===== src/rtl/pipeline_hazard_ctl.sv =====
// Central stall/flush sequencer for the 5-phase pipeline (IF, ID, EX, MEM, WB).
// Latency: all controls are same-cycle combinational decodes of the registered FSM state and the inputs.
// Backpressure: p4_mem_busy freezes every register; load-use inserts one bubble; HLT parks the front end.
// Optional feature macro: STALL_CNT_EN enables the saturating stall_cnt/flush_cnt counters.
module pipeline_hazard_ctl #(
    parameter int REG_W     = 3,
    parameter int FLUSH_CYC = 1,
    parameter int CNT_W     = 16
) (
    input  logic             clk,
    input  logic             rst,
    input  logic [REG_W-1:0] p2_rs_a,
    input  logic             p2_use_a,
    input  logic [REG_W-1:0] p2_rs_b,
    input  logic             p2_use_b,
    input  logic             p3_memread,
    input  logic [REG_W-1:0] p3_rd,
    input  logic             p4_br_taken,
    input  logic             p4_mem_busy,
    input  logic             p4_hlt,
    input  logic             resume,
    output logic             pc_en,
    output logic             p1_en,
    output logic             p2_en,
    output logic             p3_en,
    output logic             p4_en,
    output logic             p1_flush,
    output logic             p2_flush,
    output logic             p3_flush,
    output logic             halted,
    output logic [CNT_W-1:0] stall_cnt,
    output logic [CNT_W-1:0] flush_cnt
);

    typedef enum logic [1:0] {
        ST_RUN   = 2'd0,
        ST_FLUSH = 2'd1,
        ST_HALT  = 2'd2
    } state_t;

    // Bubble count loaded on a taken branch; FLUSH_CYC is limited to 0..3.
    localparam logic [1:0] FLUSH_INIT = 2'(FLUSH_CYC);
    localparam bit         HAS_FLUSH  = (FLUSH_CYC > 0);

    state_t     state_q;
    state_t     state_d;
    logic [1:0] fcnt_q;
    logic [1:0] fcnt_d;

    logic       hit_a;
    logic       hit_b;
    logic       load_use;

    // The load in EX produces its value too late for a dependent op in ID.
    assign hit_a    = p2_use_a && (p2_rs_a == p3_rd);
    assign hit_b    = p2_use_b && (p2_rs_b == p3_rd);
    assign load_use = p3_memread && (hit_a || hit_b);

    // State and bubble counter registers; reset aborts any stall, flush or halt.
    always_ff @(posedge clk) begin
        if (rst) begin
            state_q <= ST_RUN;
            fcnt_q  <= 2'd0;
        end else begin
            state_q <= state_d;
            fcnt_q  <= fcnt_d;
        end
    end

    // Next-state and control decode, priority rst > mem_busy > branch > hlt > load-use.
    always_comb begin
        state_d  = state_q;
        fcnt_d   = fcnt_q;
        pc_en    = 1'b1;
        p1_en    = 1'b1;
        p2_en    = 1'b1;
        p3_en    = 1'b1;
        p4_en    = 1'b1;
        p1_flush = 1'b0;
        p2_flush = 1'b0;
        p3_flush = 1'b0;
        halted   = 1'b0;

        if (rst) begin
            // Hold everything and fill the front registers with bubbles.
            state_d  = ST_RUN;
            fcnt_d   = 2'd0;
            pc_en    = 1'b0;
            p1_en    = 1'b0;
            p2_en    = 1'b0;
            p3_en    = 1'b0;
            p4_en    = 1'b0;
            p1_flush = 1'b1;
            p2_flush = 1'b1;
            p3_flush = 1'b1;
        end else if (p4_mem_busy) begin
            // Full freeze: nothing moves, no bubbles, FSM holds.
            pc_en  = 1'b0;
            p1_en  = 1'b0;
            p2_en  = 1'b0;
            p3_en  = 1'b0;
            p4_en  = 1'b0;
            halted = (state_q == ST_HALT);
        end else begin
            unique case (state_q)
                ST_RUN: begin
                    if (p4_br_taken) begin
                        // Kill the three wrong-path ops in IF, ID and EX.
                        p1_flush = 1'b1;
                        p2_flush = 1'b1;
                        p3_flush = 1'b1;
                        if (HAS_FLUSH) begin
                            state_d = ST_FLUSH;
                            fcnt_d  = FLUSH_INIT;
                        end
                    end else if (p4_hlt) begin
                        // Freeze the front end, let HLT drain out of MEM.
                        pc_en    = 1'b0;
                        p1_en    = 1'b0;
                        p2_en    = 1'b0;
                        p3_en    = 1'b0;
                        p3_flush = 1'b1;
                        state_d  = ST_HALT;
                    end else if (load_use) begin
                        // Hold IF/ID one cycle, send a bubble into EX.
                        pc_en    = 1'b0;
                        p1_en    = 1'b0;
                        p2_flush = 1'b1;
                    end
                end
                ST_FLUSH: begin
                    // Fetch is restarting; discard whatever the I-mem returns.
                    p1_flush = 1'b1;
                    fcnt_d   = fcnt_q - 2'd1;
                    if (fcnt_q <= 2'd1) begin
                        state_d = ST_RUN;
                        fcnt_d  = 2'd0;
                    end
                end
                ST_HALT: begin
                    pc_en    = 1'b0;
                    p1_en    = 1'b0;
                    p2_en    = 1'b0;
                    p3_en    = 1'b0;
                    p3_flush = 1'b1;
                    halted   = 1'b1;
                    if (resume) begin
                        state_d = ST_RUN;
                    end
                end
                default: begin
                    state_d = ST_RUN;
                    fcnt_d  = 2'd0;
                end
            endcase
        end
    end

`ifdef STALL_CNT_EN
    logic br_accept;

    // A branch counts only when it actually redirects the pipeline.
    assign br_accept = (state_q == ST_RUN) && p4_br_taken && !p4_mem_busy;

    // Saturating performance counters; halted and reset cycles are excluded.
    always_ff @(posedge clk) begin
        if (rst) begin
            stall_cnt <= '0;
            flush_cnt <= '0;
        end else begin
            if (!pc_en && !halted && (stall_cnt != {CNT_W{1'b1}})) begin
                stall_cnt <= stall_cnt + 1'b1;
            end
            if (br_accept && (flush_cnt != {CNT_W{1'b1}})) begin
                flush_cnt <= flush_cnt + 1'b1;
            end
        end
    end
`else
    assign stall_cnt = '0;
    assign flush_cnt = '0;
`endif

endmodule


===== config.mk =====
export PLATFORM = sky130hd
export DESIGN_NAME = pipeline_hazard_ctl
export DESIGN_NICKNAME = d
export VERILOG_FILES = /design/src/rtl/pipeline_hazard_ctl.sv
export SDC_FILE = /design/constraint.sdc
export NUM_CORES = 1
export LEC_CHECK = 0
export CAP_MARGIN = 15
export CORE_MARGIN = 8
export CORE_UTILIZATION = 33
export CTS_CLUSTER_SIZE = 12
export DETAILED_ROUTE_END_ITERATION = 16
export PLACE_DENSITY = 0.84
export SLEW_MARGIN = 40
export SYNTH_ARGS = -nofsm -noshare
export SYNTH_HDL_FRONTEND = slang
export SYNTH_SLANG_ARGS = --single-unit
export TNS_END_PERCENT = 100

===== constraint.sdc =====
create_clock -name clk -period 3.15 [get_ports clk]
set_clock_uncertainty 0.05 [all_clocks]
set_input_delay 0.315 -clock clk [delete_from_list [all_inputs] [get_ports clk]]
set_output_delay 0.315 -clock clk [all_outputs]
set_load 0.01 [all_outputs]

==> metrics.md, run 1 <==
| Metric | Value |
|---|---|
| Status | completed |
| Row count | 16 |
| Resize count post-CTS | 0 |
| Min Tclk post-route | 2560 ps |
| Unrepaired setup endpoints after global routing | no |
| Placed cells | 134 |
| M1 WL | 482 microns |
| TritonRoute pass-1 iters | 4 |
| Commonest non-fill, non-tap cell in the layout | conb_1 |
| Hold Vio Cnt, Final | 0 |
| Wire length per cell | 11.7 microns |
| # DRC | 0 |
| Synth area leaders | buf_4 (39%), dfxtp_1 (12%), xnor2_1 (7.9%) |
| Clock Latency Late Sink | 230 ps |
| Initial Util | 34.3% |
| Met2 WL | 900 microns |
| CTS root buf | clkbuf_4 |
| CP max stage cell | clkdlybuf4s50_1 |
| CTS H-tree depth | 1 |
| Crit end category | output pin |
| Fraction of synthesized cell area taken by the top area cell type | 39.5% |
| Die area | 3710 sq um |
| Post-synth top area cell | buf_4 |
| Clock slew at reported path FFs | 40 ps |
| Chip height | 60.9 microns |
| Top_reg_cell synth | dfxtp_1 |
| Logic pwr share | 43.6% |
| CTS sink cnt | 4 |
| Power Internal | 143 uW |
| Core region area | 1940 sq um |
| CP max stage delay | 660 ps |
| Vias | 552 |
| # IOs | 59 |
| CTS buffer count | 3 |
| Seq pwr share | 27.6% |
| Critical path arrival | 2190 ps |
| Max-cap violations | 0 |
| Final Cycle Share | 81.3% |
| P_sw | 70.9 uW |
| Fmax | 391 MHz |
| Worst-path cell chain | clkdlybuf4s50_1, nor2_1, nand3b_1, a211oi_1, or3b_2, clkdlybuf4s50_1 |
| Total negative slack | 0 ps |
| Hold crit path type | register to register |
| Synthesized flop and latch total | 4 |
| Gate Count Post-Synth | 88 |
| PortBufs | 26 |
| Fin. max-slew vios | 0 |
| Endpoints failing setup | 0 |
| Commonest cells after routing, fill and taps aside | conb_1 (32), clkdlybuf4s50_1 (26), a21oi_1 (7) |
| CTS tree | done |
| LEAKAGE | 0.000341 uW |
| Critical path startpoint category | primary input |
| Switching Share | 33.2% |
| Post-CTS Hold Fix Bufs | 0 |
| Clock tree buffer depth | 2 |
| Die width | 60.9 microns |
| Global-route wire length before repair | 2.31 mm |
| Vias per cell | 4.03 |
| Pin count of the biggest net entering global routing | 13 |
| Routed Antenna Nets | 0 |
| Met3 WL post-DR | 209 microns |
| Syn Area/Cell | 7.56 sq um |
| DR iter-0 viols | 8 |
| Highest routed layer | met4 |
| Most frequent CP cell | clkdlybuf4s50_1 |
| Post-synth EDFFs | 0 |
| Nets | 130 |
| Ys async rst share | 0% |
| Clock share of power | 28.8% |
| Number of global-route vias before repair | 533 |
| Power Density | 266 nW/um^2 |
| Critical Path RT | 2780 ps |
| Peak VDD IR | 0.000104 V |
| Initial antenna violation count | 0 |
| Setup bufs post-CTS | 0 |
| Area growth from synthesis to layout | 20.5% |
| Final HPWL DP | 1.45 mm |
| Share of post-route cells with drive strength above 1 | 5.45% |
| Distinct cells, synth | 26 |
| Gr ovfl total | 0 |
| Synthesized area | 666 sq um |
| WS Path Type | primary input to output pin |
| Seq/Total Area, Yosys | 12.0% |
| Critical Path Fanout Max | 11 |
| Number of synthesis warnings | 0 |
| Gp weighted congestion | 0.899 |
| Fin cells | 137 |
| Post-Route WL | 1.61 mm |
| Total GRT Usage | 8.40% |
| Antenna cells | 0 |
==> state kept, by name, indices dropped and copies added (netlist names) <==
| signal | cells |
|---|---|
| state_q | 2 |
| fcnt_q | 2 |
==> critical path, delay by kind of cell <==
kind | cells | cell delay (ps)
simple gates | 3 | 670
buf+inv | 2 | 1170
compound gates | 1 | 50
==> cell usage after synthesis (2+ instances only) <==
cell type and count:
nor2_1 6, nand2_1 2, dfxtp_1 4, o21ai_0 2, xnor2_1 6, a21oi_1 7, or4b_1 2, buf_4 35
buf_6 3, nand2b_1 2, nor3_1 2, nand4_1 2, nor3b_1 2
==> path summary, 6_finish.rpt <==
path,from,endpoint,slack [ps],cells past startpoint
hold reg to reg,fcnt_q[1]$_SDFFE_PP0P_,fcnt_q[1]$_SDFFE_PP0P_,430,1
setup / recovery,p4_mem_busy,p2_flush,590,6
setup reg to reg,state_q[1]$_SDFFE_PP0P_,state_q[1]$_SDFFE_PP0P_,1790,4
hold / removal,fcnt_q[1]$_SDFFE_PP0P_,fcnt_q[1]$_SDFFE_PP0P_,430,1
==> power by group through the flow <==
| stage | clock [uW] | sequential (uW) | combinational, uW |
|---|---|---|---|
| floorplan | 0 | 56.4 | 87.8 |
| global placement | 0 | 59.3 | 89.7 |
| detailed placement | 0 | 59.6 | 92.0 |
| CTS | 66.2 | 58.8 | 92.3 |
| global route | 67.8 | 59.7 | 102 |
| finish | 61.5 | 58.9 | 93.3 |
==> stage by stage <==
step	total power, uW	hold WS [ps]	setup slack [ps]	util (%)	cell area (sq um)
after floorplan	144	411	1500	-	782
after global placement	149	423	635	40.1	779
after detailed placement	152	428	590	40.1	779
after CTS	217	433	588	41.3	802
after global routing	230	445	488	41.3	802
final	214	429	590	41.3	802
==> cell families (layout without fill, tap and decap cells) <==
| group | Yosys count | after routing | synth area share, % |
|---|---|---|---|
| AOI/OAI and AO/OA | 13 | 13 | 11.1 |
| and+or+nand+nor | 25 | 25 | 23.3 |
| other | 1 | 32 | 0.563 |
| xor gates and xnor gates | 6 | 6 | 7.89 |
| buffers and inverters | 39 | 30 | 45.1 |
| DFF | 4 | 4 | 12.0 |
==> routing by layer <==
metal  vias up  global-route usage [%]
li1        272                       -
met1       245                    7.11
met2        33                    16.3
met3         2                    2.97
met4         0                    4.98
met5         -                       0
==> cell type report <==
class	instances	area (sq um)
tap	27	33.8
inverter	1	3.75
clock buffer	3	22.5
fill	201	1140
sequential	4	80.1
multi-input combinational	76	402
timing repair buffer	26	260
Note: power is estimated with default switching activity, not from simulation.
==> run 2: changes to the inputs <==
CORE_UTILIZATION = 28   (was 33)
PLACE_DENSITY = 0.76   (was 0.84)
clock period = 2.3 ns   (was 3.15 ns; I/O delays follow)
==> run 2 against run 1 <==
  * Register-to-register slack got worse by 920 ps
  * First-iteration DRC count rose by 63%
  * Via count up 3.4%
  * Total power is 39% higher
  * Critical endpoint is now p3_en
  * Sequential share of layout area decreased by 0.59 points
  * Non-clock buffer count grew 4
  * Wire length is 0.31% lower
  * Combinational power grew 44%
==> metrics.md, run 2 (synthesis gave the netlist of run 1 again) <==
| Metric | Value |
|---|---|
| Status | completed |
| CTS tree | done |
| Antenna cells | 0 |
| Commonest non-fill, non-tap cell in the layout | conb_1 |
| CTS H-tree depth | 1 |
| Setup WS pre-CTS | -22.5 ps |
| CTS root buf | clkbuf_4 |
| Area of the multi-input gates | 413 sq um |
| Min Tclk post-route | 2140 ps |
| Post-Route WL | 1.60 mm |
| TritonRoute pass-1 iters | 4 |
| # DRC | 0 |
| Fin. max-slew vios | 0 |
| WS Path Type | primary input to output pin |
| Number of global-route vias before repair | 565 |
| Core region area | 2230 sq um |
| Clock tree buffer depth | 2 |
| Crit end category | output pin |
| # IOs | 59 |
| Max-cap violations | 0 |
| Hold crit path type | register to register |
| # fillers | 233 |
| Setup bufs post-CTS | 0 |
| Critical path startpoint category | primary input |
| Biggest regs | fcnt_q: 2 flops, state_q: 2 flops |
| Final Cycle Share | 93.1% |
| Initial antenna violation count | 0 |
| Endpoints failing setup | 0 |
| CTS buffer count | 3 |
| Initial Util | 29.8% |
| Fmax | 467 MHz |
| Clock Latency Late Sink | 230 ps |
| Share of post-route cells with drive strength above 1 | 10.5% |
| PortBufs | 26 |
| Critical path arrival | 1860 ps |
| Hold Vio Cnt, Final | 0 |
| Gr ovfl total | 0 |
| Unrepaired setup endpoints after global routing | no |
| Register area | 80.1 sq um |
| Vias per cell | 4.02 |
| Final setup margin | 159 ps |
| Global-route wire length before repair | 2.47 mm |
| Clock slew at reported path FFs | 30 ps |
| CTS sink cnt | 4 |
| Routed Antenna Nets | 0 |
| Critical Path Fanout Max | 6 |
| Critical Path RT | 2020 ps |
| Final HPWL DP | 1.45 mm |
| Gp weighted congestion | 0.893 |
| DR iter-0 viols | 13 |
| Pin count of the biggest net entering global routing | 13 |
| Power Density | 348 nW/um^2 |
| Hold WS | 427 ps |
| Vias | 571 |
| Chip height | 64.8 microns |
| Total GRT Usage | 7.25% |
| Nets | 134 |
| Row count | 17 |
| Post-CTS Hold Fix Bufs | 0 |
| Commonest cells after routing, fill and taps aside | conb_1 (32), clkdlybuf4s50_1 (23), a21oi_1 (7) |
| LEAKAGE | 0.000400 uW |
| Die area | 4190 sq um |
| Area growth from synthesis to layout | 28.0% |
| Final total power | 296 uW |
| Die width | 64.8 microns |
| Peak VDD IR | 0.000147 V |
| Wire length per cell | 11.3 microns |
[run 2: report_power, final]
group	leakage (uW)	internal, uW	switching, uW
combinational	0.000353	67.9	66.3
sequential	0.0000327	73.7	5.65
clock	0.0000138	58.1	24.6
[run 2: path summary, 6_finish.rpt]
| check | startpoint | end | slack [ps] | depth (start not counted) |
|---|---|---|---|---|
| max reg2reg | state_q[1]$_SDFFE_PP0P_ | state_q[1]$_SDFFE_PP0P_ | 870 | 5 |
| min reg2reg | fcnt_q[1]$_SDFFE_PP0P_ | fcnt_q[1]$_SDFFE_PP0P_ | 430 | 1 |
| min | fcnt_q[1]$_SDFFE_PP0P_ | fcnt_q[1]$_SDFFE_PP0P_ | 430 | 1 |
| max | p4_br_taken | p3_en | 160 | 6 |
[run 2: through the flow]
| step | util (%) | instances | area (sq um) | TNS [ps] |
|---|---|---|---|---|
| final | 38.2 | 142 | 852 | 0 |
| after global routing | 38.2 | 142 | 852 | 0 |
| after CTS | 37.6 | 142 | 840 | 0 |
| after detailed placement | 36.3 | 139 | 811 | -39.6 |
| after global placement | 36.3 | 139 | 811 | 0 |
| after floorplan | - | 119 | 782 | 0 |
[run 2: layout make-up]
cell class	instances	share of cell area, %
Clock buffer	3	2.64
Inverter	1	0.441
Multi-Input combinational cell	76	48.5
Sequential cell	4	9.40
Tap cell	28	4.11
Timing Repair Buffer	30	34.9
[run 2: worst max-delay path, cell delays in order]
cell	delay [ps]
clkdlybuf4s50_1	550
inv_1	80
a21oi_1	130
nor2_1	80
nor3_1	210
clkdlybuf4s50_1	580
[run 2: what timing repair did]
action | in CTS | in global routing
setup endpoints to repair | 2 | 3
pin swaps | 0 | 0
resized for setup | 1 | 4
endpoints found under the hold margin | 0 | 0
[run 2: routing by layer]
layer | up-vias | GRT usage [%] | wire length (microns)
li1 | 283 | - | -
met4 | 0 | 3.81 | 0
met1 | 252 | 6.18 | 523
met3 | 0 | 2.75 | 213
met5 | - | 0 | 0
met2 | 36 | 14.2 | 866
